--- config.mk ---
export PLATFORM = sky130hd
export DESIGN_NAME = rsa_engine_scheduler
export DESIGN_NICKNAME = d
export VERILOG_FILES = /design/src/rtl/rsa_engine_scheduler_pkg.sv /design/src/rtl/rsa_engine_scheduler_arb.sv /design/src/rtl/rsa_engine_scheduler.sv
export SDC_FILE = /design/constraint.sdc
export NUM_CORES = 1
export LEC_CHECK = 0
export ABC_AREA = 1
export BUFFER_PORTS_ARGS = -buffer_cell sky130_fd_sc_hd__buf_2
export CAP_MARGIN = 25
export CELL_PAD_IN_SITES_DETAIL_PLACEMENT = 1
export CELL_PAD_IN_SITES_GLOBAL_PLACEMENT = 2
export CORE_MARGIN = 5
export CORE_UTILIZATION = 26
export DETAILED_ROUTE_END_ITERATION = 10
export PLACE_DENSITY = 0.95
export REMOVE_ABC_BUFFERS = 1
export SYNTH_ARGS = -nofsm -noshare
export SYNTH_HDL_FRONTEND = slang
export SYNTH_HIERARCHICAL = 1
export SYNTH_SLANG_ARGS = --single-unit
--- constraint.sdc ---
create_clock -name clk -period 6.12 [get_ports clk]
set_clock_uncertainty 0.05 [all_clocks]
set_input_delay 0.306 -clock clk [delete_from_list [all_inputs] [get_ports clk]]
set_output_delay 0.306 -clock clk [all_outputs]
set_load 0.05 [all_outputs]
--- src/rtl/rsa_engine_scheduler_pkg.sv ---
// Shared widths, state encoding and job bundle for the RSA engine scheduler.
// Imported by the scheduler top and its arbiter.
package rsa_pkg;

  localparam int M_W   = 8;
  localparam int E_W   = 8;
  localparam int N_W   = 16;
  localparam int C_W   = 16;
  localparam int CNT_W = 16;

  localparam logic [2:0] ST_IDLE  = 3'd0;
  localparam logic [2:0] ST_ISSUE = 3'd1;
  localparam logic [2:0] ST_WAIT  = 3'd2;
  localparam logic [2:0] ST_PAD   = 3'd3;
  localparam logic [2:0] ST_RESP  = 3'd4;

  typedef struct packed {
    logic [M_W-1:0] m;
    logic [E_W-1:0] e;
    logic [N_W-1:0] n;
  } job_t;

  function automatic logic [CNT_W-1:0] sat_inc(
    input logic [CNT_W-1:0] v
  );
    return (&v) ? v : v + 1'b1;
  endfunction

endpackage

--- src/rtl/rsa_engine_scheduler_arb.sv ---
// Round-robin arbiter: first set request at or above ptr, with wrap.
// Purely combinational; one-hot grant plus binary id.
module rr_arbiter #(
  parameter  int NREQ = 4,
  localparam int ID_W = $clog2(NREQ)
) (
  input  logic [NREQ-1:0] req,
  input  logic [ID_W-1:0] ptr,
  output logic [NREQ-1:0] gnt,
  output logic [ID_W-1:0] id,
  output logic            any
);

  logic [ID_W-1:0] idx;

  always_comb begin
    gnt = '0;
    id  = '0;
    any = 1'b0;
    idx = '0;
    for (int i = 0; i < NREQ; i++) begin
      idx = ID_W'((int'(ptr) + i) % NREQ);
      if (!any && req[idx]) begin
        any      = 1'b1;
        id       = idx;
        gnt[idx] = 1'b1;
      end
    end
  end

endmodule

--- src/rtl/rsa_engine_scheduler.sv ---
// Shares one RSA engine between NREQ requesters with round-robin grant,
// optional constant-latency padding and a watchdog that resets a hung engine.
module rsa_engine_scheduler
  import rsa_pkg::*;
#(
  parameter  int NREQ      = 4,
  parameter  int CONST_LAT = 0,
  parameter  int TIMEOUT   = 4096,
  localparam int ID_W      = $clog2(NREQ)
) (
  input  logic              clk,
  input  logic              rst,
  input  logic [NREQ-1:0]   req_valid,
  output logic [NREQ-1:0]   req_ready,
  input  logic [M_W*NREQ-1:0] req_m,
  input  logic [E_W*NREQ-1:0] req_e,
  input  logic [N_W*NREQ-1:0] req_n,
  output logic              rsp_valid,
  input  logic              rsp_ready,
  output logic [ID_W-1:0]   rsp_id,
  output logic [C_W-1:0]    rsp_c,
  output logic              rsp_err,
  output logic              rsp_overrun,
  output logic              busy,
  output logic              eng_rst_n,
  output logic              eng_start,
  output logic [M_W-1:0]    eng_m,
  output logic [E_W-1:0]    eng_e,
  output logic [N_W-1:0]    eng_n,
  input  logic [C_W-1:0]    eng_c,
  input  logic              eng_finish
);

  localparam bit HAS_PAD = (CONST_LAT != 0);
  localparam logic [CNT_W:0] LAT_C = (CNT_W+1)'(CONST_LAT);
  localparam logic [CNT_W:0] TO_C  = (CNT_W+1)'(TIMEOUT);
  localparam logic [CNT_W:0] PAD_END = LAT_C - 1'b1;

  logic [2:0]       state_q, state_d;
  logic [ID_W-1:0]  rr_q, rr_d;
  logic [ID_W-1:0]  id_q, id_d;
  logic [CNT_W-1:0] cnt_q, cnt_d;
  job_t             job_q, job_d;
  logic [C_W-1:0]   c_q, c_d;
  logic             err_q, err_d;
  logic             ovr_q, ovr_d;
  logic             abort_q, abort_d;

  logic [NREQ-1:0]  gnt;
  logic [ID_W-1:0]  gnt_id;
  logic             gnt_any;
  logic [CNT_W:0]   elapsed;
  logic [CNT_W:0]   elapsed_p1;
  logic             live;

  rr_arbiter #(.NREQ(NREQ)) u_arb (
    .req (req_valid),
    .ptr (rr_q),
    .gnt (gnt),
    .id  (gnt_id),
    .any (gnt_any)
  );

  // Cycles since the eng_start cycle, as seen in the current cycle.
  assign elapsed    = {1'b0, cnt_q} + 1'b1;
  assign elapsed_p1 = elapsed + 1'b1;

  always_comb begin
    state_d = state_q;
    rr_d    = rr_q;
    id_d    = id_q;
    cnt_d   = cnt_q;
    job_d   = job_q;
    c_d     = c_q;
    err_d   = err_q;
    ovr_d   = ovr_q;
    abort_d = 1'b0;
    case (state_q)
      ST_IDLE: begin
        if (gnt_any) begin
          job_d.m = req_m[int'(gnt_id)*M_W +: M_W];
          job_d.e = req_e[int'(gnt_id)*E_W +: E_W];
          job_d.n = req_n[int'(gnt_id)*N_W +: N_W];
          id_d    = gnt_id;
          c_d     = '0;
          err_d   = 1'b0;
          ovr_d   = 1'b0;
          state_d = ST_ISSUE;
        end
      end
      ST_ISSUE: begin
        cnt_d   = '0;
        state_d = ST_WAIT;
      end
      ST_WAIT: begin
        cnt_d = sat_inc(cnt_q);
        if (eng_finish) begin
          c_d   = eng_c;
          ovr_d = HAS_PAD && (elapsed_p1 > LAT_C);
          if (!HAS_PAD || elapsed_p1 >= LAT_C) begin
            state_d = ST_RESP;
          end else begin
            state_d = ST_PAD;
          end
        end else if (elapsed >= TO_C) begin
          c_d     = '0;
          err_d   = 1'b1;
          abort_d = 1'b1;
          state_d = ST_RESP;
        end
      end
      ST_PAD: begin
        cnt_d = sat_inc(cnt_q);
        if (elapsed >= PAD_END) begin
          state_d = ST_RESP;
        end
      end
      ST_RESP: begin
        if (rsp_ready) begin
          rr_d    = (id_q == ID_W'(NREQ-1)) ? '0 : id_q + 1'b1;
          state_d = ST_IDLE;
        end
      end
      default: state_d = ST_IDLE;
    endcase
  end

  always_ff @(posedge clk) begin
    if (rst) begin
      state_q <= ST_IDLE;
      rr_q    <= '0;
      id_q    <= '0;
      cnt_q   <= '0;
      job_q   <= '0;
      c_q     <= '0;
      err_q   <= 1'b0;
      ovr_q   <= 1'b0;
      abort_q <= 1'b0;
    end else begin
      state_q <= state_d;
      rr_q    <= rr_d;
      id_q    <= id_d;
      cnt_q   <= cnt_d;
      job_q   <= job_d;
      c_q     <= c_d;
      err_q   <= err_d;
      ovr_q   <= ovr_d;
      abort_q <= abort_d;
    end
  end

  // Outputs are forced quiet while rst is high, before the flops clear.
  assign live        = ~rst;
  assign busy        = live & (state_q != ST_IDLE);
  assign req_ready   = (live && state_q == ST_IDLE) ? gnt : '0;
  assign eng_start   = live & (state_q == ST_ISSUE);
  assign eng_m       = live ? job_q.m : '0;
  assign eng_e       = live ? job_q.e : '0;
  assign eng_n       = live ? job_q.n : '0;
  assign eng_rst_n   = ~(rst | abort_q);
  assign rsp_valid   = live & (state_q == ST_RESP);
  assign rsp_id      = rsp_valid ? id_q : '0;
  assign rsp_c       = rsp_valid ? c_q : '0;
  assign rsp_err     = rsp_valid & err_q;
  assign rsp_overrun = rsp_valid & ovr_q;

endmodule

* After elaboration in Yosys (flattened, before gate mapping)
Index checks and enable logic that the tools add are counted.
Storage, ports and cells: bits in registers 74, input port bits 152, output and inout bits 60, logic and storage cells 134
Operators by class: $add $sub $neg 6, magnitude comparators 10, equality and inequality tests 13, shift-type cells 3, multiplexer cells 54, bitwise operators 12, reduce and logical (&&, ||, !) cells 25
Operators with widths (count):
- $mux 16 | 6
- $pmux 16 s2 | 2
- $shiftx 32x6->8 | 2
- $shiftx 64x7->16 | 1
- $mux 4 | 5
- $add 16x1->17 const B | 1
- $ge 17x13->1 const B | 1
- $ge 17x17->1 const B | 1
- $mux 1 | 17
- $add 16x1->16 const B | 1
- $mux 8 | 2
- $reduce_and 16->1 | 1
- $mux 3 | 5
- $pmux 3 s5 | 1
- $ne 2x2->1 const B | 7
- $lt 2x3->1 const B | 4
- $mux 2 | 6
- $or 4x4->4 | 3
- $bmux 1 s2 | 4
- $demux 1 s2 | 4
- $ge 2x1->1 const B | 4
- $logic_and 1x1->1 | 8
- $reduce_and 4->1 | 2
- $eq 3x2->1 const B | 2
- 18 further kinds | 33

* Longest topological paths before layout
Gate-level depths: netlist of the first run.
depth in word-level cells 14, mapped depth 16, depth with buffers taken out 13

* Hierarchy
Netlist of the first run, hierarchy kept.
By module, submodules not included:
- rsa_engine_scheduler | instances 1, cells an instance 712, area an instance 4495.6 sq um, seq. area each 1461.4 sq um
- rr_arbiter | instances 1, cells an instance 74, area an instance 440.4 sq um, seq. area each 0.0 sq um

* Least setup slack after synthesis of the first run
Ideal clock, no wire load.
path kind register to register, from reg rr_q[0], to reg job_q[19] (netlist name), setup time 74 ps, data arrival time 2496 ps, required time 5996 ps, slack 3499 ps, stages on the path, launching flop included 15, path buffers 2, period minus slack after synthesis 2621 ps, cells stage by stage dfxtp_1 -> inv_2 -> ha_1 -> inv_1 -> nand3_1 -> nand2_1 -> nor2_1 -> a21oi_1 -> nand3_1 -> clkbuf_1 -> clkbuf_1 -> nor2_1 -> nor2_1 -> o21ai_0 -> a31oi_1
On the way: cells in the longest elaborated chain, start to end 13, elaborated cells between the ends (all ways) 27, those cells by class add/sub (3); shift (1); mux (16); reduce/logical (7)
Ends and longest elaborated chain:
- from (decl) | RTL line rsa_engine_scheduler.sv:40 | logic [ID_W-1:0] rr_q, rr_d;
- from (signal assigned) | RTL line rsa_engine_scheduler.sv:141 | rr_q <= rr_d;
- branches (longest 11 deep; another with $add 2x1->2)
- $mux 2 (*) | RTL line rsa_engine_scheduler_arb.sv:23 | if (!any && req[idx]) begin
- via gnt_id[0] | RTL line rsa_engine_scheduler.sv:50 | logic [ID_W-1:0] gnt_id;
- $shiftx 32x6->8 (*) | RTL line rsa_engine_scheduler.sv:82 | job_d.e = req_e[int'(gnt_id)*E_W +: E_W];
- to (signal assigned) | RTL line rsa_engine_scheduler.sv:144 | job_q <= job_d;
- to (decl) | RTL line rsa_engine_scheduler.sv:43 | job_t job_q, job_d;
Mark *: on every way through the listed nets, which the timed path passes. The select of a mux whose other input is x is not followed. A chain may end at the register's enable or synchronous reset.

* Worst setup path after layout of the first run
from reg rr_q[0], to reg job_q[30] (netlist name)
On the way: cells in the longest elaborated chain, start to end 13, elaborated cells between the ends (all ways) 27, those cells by class add/sub (3); shift (1); mux (16); reduce/logical (7)
Ends and longest elaborated chain:
- branches (longest 11 deep; another with $add 2x1->2)
- $mux 2 (*) | RTL line rsa_engine_scheduler_arb.sv:23
- via gnt_id[0] | RTL line rsa_engine_scheduler.sv:50
- $shiftx 32x6->8 (*) | RTL line rsa_engine_scheduler.sv:81 | job_d.m = req_m[int'(gnt_id)*M_W +: M_W];
Marks and branches as above.

==> run metrics, run 1 <==
register area share after synthesis between 20% and 30%; number of vias per cell 4.72; CTS root buf clkbuf_16; Vias approximately 5700; Sink Count 73; global-route wire length before repair 29.9 mm; routed len/inst 15.3 um; area delta synth->final 30.4%; H-tree levels 3; Slew Limit Fails 0; synth warn 6; #FFs+latches synth 73; initial core utilization 26.4%; I/O pin cnt 212; Final setup violation count 0; core area 18700 um^2; Mapped Avg Cell Area 6.28 um^2; vias in the first global route 6000; GRT Total Usage 16.7%; Finished Core Util 34.4%; final WL 18.4 mm; worst endpoint required time between 6 and 7 ns; startpoint types flip-flop; worst skew pair latency 0.34 ns; status completed; total die area 21800 um^2; placed cells between 1000 and 1500; min Tclk post-route 3.91 ns; CTS Buffer Depth 2; crit end category flip-flop; initial antenna violation count 1; WP data arrival 4.08 ns; Port Buffers 210; setup TNS 0 ns; Max Fanout on Critical Path 64; overall power 2.76 mW; worst-margin pin slew 0.839 ns; min-delay worst type input port to flip-flop; WS Path Type flip-flop to flip-flop; # fillers 2450; Initial DRC Count roughly 180; worst slack on hold paths 0.171 ns; dpl hpwl approximately 14 mm; gpl congestion 0.820; Post-DRT Antenna Nets 0; drc violations 0; drt first pass iters 4; setup bufs post-CTS 0; largest net degree at the start of global routing about 70; Chip Height 148 um; Cell Rows 50; Syn Inst Count 786; Hold Buf Count CTS 0; fin cells 1206; TritonCTS Buffers 9; fin crit share 63.8%; VDD IR max about 0.28 mV; Pwr Density 429 nW/um^2; Die Span X ~150 um; max-cap viol count 0; Worst-path clk slew 0.06 ns; Final #Nets between 1000 and 1500; RSZ-0062 raised after global routing no; CTS tree built; unique cell type count in the Yosys netlist 41; final hold vios 0; Max Clk Rate roughly 260 MHz; post-CTS sizing 0; GRT overflow 0; layout cells sized above 1 30.2%; P_leak about 2.9 nW; Max-slew headroom 44.1%; Syn Std Cell Area 4940 um^2
## synthesized netlist by cell type
cell	count	share of area, %
a21oi_1	35	3.5
nand3_1	29	2.9
conb_1	1	0.076
o21ai_0	103	10
nor2_1	198	15
buf_1	6	0.46
o21ai_2	1	0.18
nor2_8	1	0.41
buf_4	2	0.30
nand3_4	2	0.71
clkbuf_1	32	2.4
dlygate4sd1_1	1	0.18
buf_6	1	0.23
nand2_2	25	3.2
a31oi_1	26	3.3
nand3_2	2	0.41
xnor2_1	3	0.53
dfxtp_1	73	30
inv_2	3	0.23
or2_2	2	0.25
o22ai_1	6	0.76
o211a_1	1	0.20
nand4_1	11	1.4
nand2_4	2	0.46
clkbuf_8	3	0.84
buf_12	1	0.41
xor2_1	4	0.71
a21boi_0	4	0.61
ha_1	8	2.0
nor2_4	5	1.1
nand2_1	79	6.0
a211oi_1	7	1.1
o21a_1	1	0.15
or2_4	1	0.18
inv_1	85	6.5
a21oi_2	10	1.8
nor3_1	3	0.30
buf_2	2	0.20
nor2_2	5	0.63
nand3b_1	1	0.15
clkinv_1	1	0.076
## metrics by stage
stage	area, um^2	setup WS (ns)
after floorplan	4690	1.34
after CTS	6430	2.21
after detailed placement	6110	2.28
after global placement	6080	2.42
after global routing	6440	1.80
final	6440	2.21
## critical path, cell delays in order, from the launching register on
cell and delay (ns):
dfxtp_1 0.51, inv_2 0.19, ha_1 0.40, inv_1 0.11, nand3_1 0.10, nand2_1 0.05
nor2_1 0.33, a21oi_1 0.14, nand3_2 0.34, buf_4 0.51, clkinv_1 0.13, buf_4 0.31
o21ai_0 0.23, o22ai_1 0.08, o21ai_0 0.20, inv_1 0.07
## report_power, final
group / switching (mW) / internal (mW) / total, mW
combinational: 1.08 / 0.431 / 1.51
sequential: 0.0705 / 0.599 / 0.669
clock: 0.226 / 0.361 / 0.587
## routing by layer
metal,share of wire [%],global-route usage (%)
met1,42,19.5
met5,0,0
met3,7.0,5.18
met4,1.2,3.77
met2,50,30.0
## cell families (layout without fill, tap and decap cells)
| family | after synthesis | in the layout | synth area share [%] |
|---|---|---|---|
| DFF | 73 | 73 | 29.6 |
| and+or+nand+nor | 366 | 366 | 33.2 |
| adders and majority gates | 8 | 8 | 2.03 |
| buffers and inverters | 137 | 322 | 11.8 |
| xor gates and xnor gates | 7 | 7 | 1.24 |
| AOI/OAI and AO/OA | 194 | 194 | 22.0 |
| other | 1 | 2 | 0.0760 |
## layout make-up
type                            count  area (um^2)  area share [%]
Antenna cell                        1         2.50          0.0389
Tap cell                          234          293            4.55
Multi-Input combinational cell    576         2900            45.0
Inverter                           89          334            5.19
Sequential cell                    73         1460            22.7
Clock buffer                        9          225            3.50
Timing Repair Buffer              217         1120            17.5
Clock inverter                      7          101            1.57
## worst paths after layout
check             startpoint         to  slack, ns  cells past startpoint
hold / removal      eng_c[1]     c_q[1]       0.17                      3
setup reg to reg     rr_q[0]  job_q[30]       2.21                     15
setup / recovery     rr_q[0]  job_q[30]       2.21                     15
hold reg to reg    job_q[10]  job_q[10]       0.41                      2
## state kept, by name, indices dropped and copies added, names as in the netlist
register,cells
abort_q,1
c_q,16
cnt_q,16
err_q,1
id_q,2
job_q,32
rr_q,2
state_q,3
## placed cells by master (no fill, tap or decap), drive strengths merged, types with 2 or more instances in the layout
cell type  count
clkinv         2
bufinv         2
nand2        106
dfxtp         73
clkbuf         9
inv           90
buf          217
a21oi         45
a21boi         4
nor2         209
a31oi         26
a211oi         7
ha             8
o22ai          6
or2            3
xor2           4
nand3         33
nand4         11
clkinvlp       2
o21ai        104
nor3           3
xnor2          3
Power figures use the tool's default switching activity.
==> run 2, diff against run 1 <==
--- a/config.mk
+++ b/config.mk
@@ -11,9 +11,9 @@
 export CELL_PAD_IN_SITES_DETAIL_PLACEMENT = 1
 export CELL_PAD_IN_SITES_GLOBAL_PLACEMENT = 2
 export CORE_MARGIN = 5
-export CORE_UTILIZATION = 26
+export CORE_UTILIZATION = 24
 export DETAILED_ROUTE_END_ITERATION = 10
-export PLACE_DENSITY = 0.95
+export PLACE_DENSITY = 0.92
 export REMOVE_ABC_BUFFERS = 1
 export SYNTH_ARGS = -nofsm -noshare
 export SYNTH_HDL_FRONTEND = slang
==> constraint.sdc (replaced) <==
create_clock -name clk -period 3.7 [get_ports clk]
set_clock_uncertainty 0.05 [all_clocks]
set_input_delay 0.185 -clock clk [delete_from_list [all_inputs] [get_ports clk]]
set_output_delay 0.185 -clock clk [all_outputs]
set_load 0.05 [all_outputs]
==> run 2 against run 1 <==
  * Wire length up 0.61%
  * Combinational power up 66%
  * Critical path depth down 1
  * Sequential cell count unchanged
  * Setup slack worse by 1.6 ns
==> run metrics, run 2 (synthesis results as in run 1) <==
worst skew pair latency 0.33 ns; Crit path largest cell delay 0.51 ns; Post-DRT Antenna Nets 0; area delta synth->final 30.8%; Final setup violation count 0; crit end category flip-flop; Initial DRC Count ~190; CTS Buffer Depth 2; startpoint types flip-flop; CTS tree built; Slew Limit Fails 0; min Tclk post-route 3.14 ns; worst-margin pin slew 0.848 ns; P_leak 2.93 nW; Crit path max-delay family buffers and inverters; Cell Rows 52; gpl congestion 0.789; Worst-path clk slew 0.07 ns; max reg flops 32; Max Fanout on Critical Path 21; commonest non-fill, non-tap cell in the layout buf_2; DP Area 6150 um^2; largest net degree at the start of global routing 71; dpl hpwl 13.8 mm; initial antenna violation count 1; WP data arrival 3.33 ns; Vias 5662; placed cells 1226; Diodes inserted 0; Layout Cell Area excl Fill 6460 um^2; GRT Total Usage 15.7%; RSZ-0062 raised after global routing no; VDD IR max between 0.2 and 0.3 mV; Slowest-stage cell, CP dfxtp_1; Most flops, register job_q; Final #Nets 1127; Largest regs job_q (32), c_q (16), cnt_q (16); global-route wire length before repair about 31 mm; setup TNS 0 ns; drc violations 0; Hold Buf Count CTS 0; final WL 18.5 mm; Port Buffers 210; TritonCTS Buffers 9; fin cells ~1200; min-delay worst type input port to flip-flop; drt first pass iters 4; Pwr Density approximately 700 nW/um^2; GRT overflow 0; WS Path Type flip-flop to flip-flop; most frequent cells in the layout buf_2, nor2_1, o21ai_0; vias in the first global route 6128; # fillers around 2700; Finished Core Util a little under a third; status completed; number of vias per cell around 4.6; H-tree levels 3; Buf/Inv on CP 4; worst endpoint required time between 3 and 4 ns; Sink Count 73; worst-path cell chain inv_2, ha_1, inv_1, nand3_1, nand2_1, nor2_1, a21oi_1, nand3_1, inv_1, buf_4, o21ai_0, o22ai_1, nor2_1, a211oi_1; max-cap viol count 0; final hold vios 0; initial core utilization 24.4%; Die Span X ~150 um; post-CTS sizing 0; layout cells sized above 1 30.2%; Chip Height 153 um; Max Clk Rate 319 MHz; setup bufs post-CTS 0; Max-slew headroom a little over two fifths; total die area 23500 um^2; CTS root buf clkbuf_16; I/O pin cnt about 210; fin crit share 84.7%; core area 20200 um^2; routed len/inst 14.9 um
## run 2: stage by stage
| stage | worst slack, ns | total power, mW | hold slack (ns) |
|---|---|---|---|
| 3_3_place_gp | 0.711 | 3.62 | 0.395 |
| 2_1_floorplan | -1.08 | 2.84 | 0.197 |
| 5_1_grt | 0.224 | 4.94 | 0.0308 |
| 3_5_place_dp | 0.547 | 3.68 | 0.398 |
| 6_report | 0.565 | 4.51 | 0.0474 |
| 4_1_cts | 0.519 | 4.60 | 0.0336 |
## run 2: report_power, final
group	total [mW]	internal (mW)	switching [mW]
combinational	2.50	0.716	1.79
clock	0.902	0.542	0.360
sequential	1.11	0.991	0.118
total	4.51	2.25	2.26
## run 2: cell type report
class                           instances  area, um^2  share of cell area [%]
Clock buffer                           10         239                    3.70
Timing Repair Buffer                  218        1120                    17.4
Tap cell                              270         338                    5.23
Inverter                               89         334                    5.17
Multi-Input combinational cell        576        2900                    44.9
Sequential cell                        73        1460                    22.6
Clock inverter                          6        65.1                    1.01
## run 2: final timing paths
path	start	end	slack [ns]	cells past startpoint
max	rr_q[0]	job_q[3]	0.56	14
min	eng_c[0]	c_q[0]	0.05	3
max reg2reg	rr_q[0]	job_q[3]	0.56	14
min reg2reg	c_q[5]	c_q[5]	0.41	2
## run 2: tightest hold or removal path, cell delays in order
cell	delay, ns
buf_2	0.09
nand2_1	0.05
a21oi_1	0.05
## run 2: per-layer routing
| layer | GRT usage, % | vias to the layer above | part of all wire (%) |
|---|---|---|---|
| met5 | 0 | - | 0.038 |
| met4 | 3.32 | 2 | 1.2 |
| met3 | 5.29 | 17 | 6.6 |
| li1 | - | 2891 | - |
| met2 | 27.7 | 141 | 48 |
| met1 | 18.6 | 2611 | 45 |
==> run 3, diff against run 2 <==
==> constraint.sdc (replaced) <==
create_clock -name clk -period 2.9 [get_ports clk]
set_clock_uncertainty 0.05 [all_clocks]
set_input_delay 0.145 -clock clk [delete_from_list [all_inputs] [get_ports clk]]
set_output_delay 0.145 -clock clk [all_outputs]
set_load 0.05 [all_outputs]
==> run 3 against run 2 <==
  * Design area up 3.8%
  * Sequential share of layout area down 0.82 points
  * Wire length up 2.8%
  * First-iteration DRC count down 5.2%
  * Utilization up 1.2 points
  * Register-to-register slack worse by 0.29 ns
  * Clock power up 36%
  * Worst hold slack worse by 0.035 ns
  * Die area unchanged
  * Global-route usage up 0.53 points
  * Total power up 33%
  * Cell count up 1.8%
  * Largest cell class unchanged
==> run metrics, run 3 (synthesis results as in run 1) <==
power share of the clock group a little over 20%; GRT Total Usage 16.2%; worst slack on hold paths 0.0124 ns; core area 20200 um^2; VDD IR max 0.303 mV; Vias 5774; Layout Cell Area excl Fill 6700 um^2; total die area about 24000 um^2; worst endpoint required time 3.10 ns; CTS root buf clkbuf_16; commonest non-fill, non-tap cell in the layout buf_2; WP data arrival approximately 2.8 ns; CTS tree built; Final #Nets 1148; number of vias per cell 4.57; Max-slew headroom between 60% and 70%; Max Fanout on Critical Path 23; Pint 3.08 mW; Post-Place Setup Slack 0.195 ns; Most flops, register job_q; initial antenna violation count 3; Port Buffers 210; largest net degree at the start of global routing 53; Post-DRT Antenna Nets 0; combinational cell fraction of total power 55.9%; Worst-path clk slew 0.06 ns; worst-margin pin slew 0.558 ns; Cell Rows 52; I/O pin cnt 212; Sequential Power Share 23.6%; H-tree levels 3; fin crit share 90.5%; gpl congestion 0.833; worst skew pair latency about 0.34 ns; drc violations 0; dpl hpwl 14.4 mm; Die Span X 153 um; CTS Buffer Depth 2; Sink Count 73; WS Path Type flip-flop to flip-flop; Pwr Density 893 nW/um^2; RSZ-0062 raised after global routing yes; GRT overflow 0; DP Area about 6300 um^2; overall power 5.99 mW; initial core utilization 24.4%; Final setup violation count 0; max-cap viol count 0; status completed; drt first pass iters 4; vias in the first global route 6202; P_leak 3.04 nW; TritonCTS Buffers 9; startpoint types flip-flop; setup bufs post-CTS 0; Largest regs job_q (32), c_q (16), cnt_q (16); Switching Share 48.6%; Slew Limit Fails 0; area delta synth->final 35.7%; routed len/inst 15.1 um; Chip Height 153 um; global-route wire length before repair 31.4 mm; final hold vios 0; most frequent cells in the layout buf_2, nor2_1, o21ai_0; min Tclk post-route 2.62 ns; Setup WS post-layout 0.275 ns; Initial DRC Count about 180; min-delay worst type input port to flip-flop; Max Clk Rate 381 MHz; P_sw 2.91 mW; layout cells sized above 1 30.7%; max reg flops 32; final WL roughly 19 mm; crit end category flip-flop
[run 3: path summary, 6_finish.rpt]
path            start        end  cells past startpoint  slack (ns)
max           rr_q[0]  job_q[10]                     14        0.28
min          eng_c[5]     c_q[5]                      3        0.01
max reg2reg   rr_q[0]  job_q[10]                     14        0.28
min reg2reg    c_q[5]     c_q[5]                      2        0.41
[run 3: metal layers]
| metal | track usage [%] | vias up | share of wire, % |
|---|---|---|---|
| met5 | 0 | - | 0.17 |
| met3 | 5.00 | 32 | 6.5 |
| met4 | 4.67 | 6 | 1.8 |
| li1 | - | 2939 | - |
| met1 | 20.2 | 2639 | 44 |
| met2 | 27.1 | 158 | 47 |
[run 3: cell type report]
class	count	area, um^2
diodes	2	5.00
clock buffers	10	239
clock inverters	5	80.1
fillers	2641	13500
inverters	89	338
multi-input cells	576	2900
flip-flops and latches	73	1460
well taps	270	338
repair buffers	239	1340
[run 3: worst max-delay path: stages, from the launching register on]
cell,delay (ns)
dfxtp_1,0.36
inv_2,0.05
ha_1,0.35
inv_1,0.14
nand3_1,0.09
nand2_1,0.07
nor2_1,0.08
a21oi_1,0.13
nand3_1,0.16
inv_1,0.36
buf_12,0.22
o21ai_0,0.10
o22ai_1,0.13
nor2_1,0.06
a211oi_1,0.17
[run 3: what timing repair did]
item,CTS,global route
hold buffers,9,1
endpoints found under the hold margin,9,1
endpoints found under the setup margin,0,12
resized for setup,0,5
[run 3: power groups by stage]
| stage | sequential, mW | combinational (mW) | clock, mW |
|---|---|---|---|
| finish | 1.41 | 3.35 | 1.23 |
| global route | 1.44 | 3.78 | 1.31 |
| CTS | 1.42 | 3.38 | 1.26 |
| detailed placement | 1.44 | 3.36 | 0 |
| global placement | 1.42 | 3.32 | 0 |
| floorplan | 1.39 | 2.23 | 0 |
[run 3: per-stage QoR]
stage / utilization, % / std cells / TNS [ns]
final: 33.1 / 1264 / 0
after global routing: 33.1 / 1262 / -0.00815
after CTS: 33.0 / 1261 / 0
after detailed placement: 30.9 / 1237 / 0
after global placement: 30.9 / 1237 / 0
after floorplan: - / 738 / -56.62
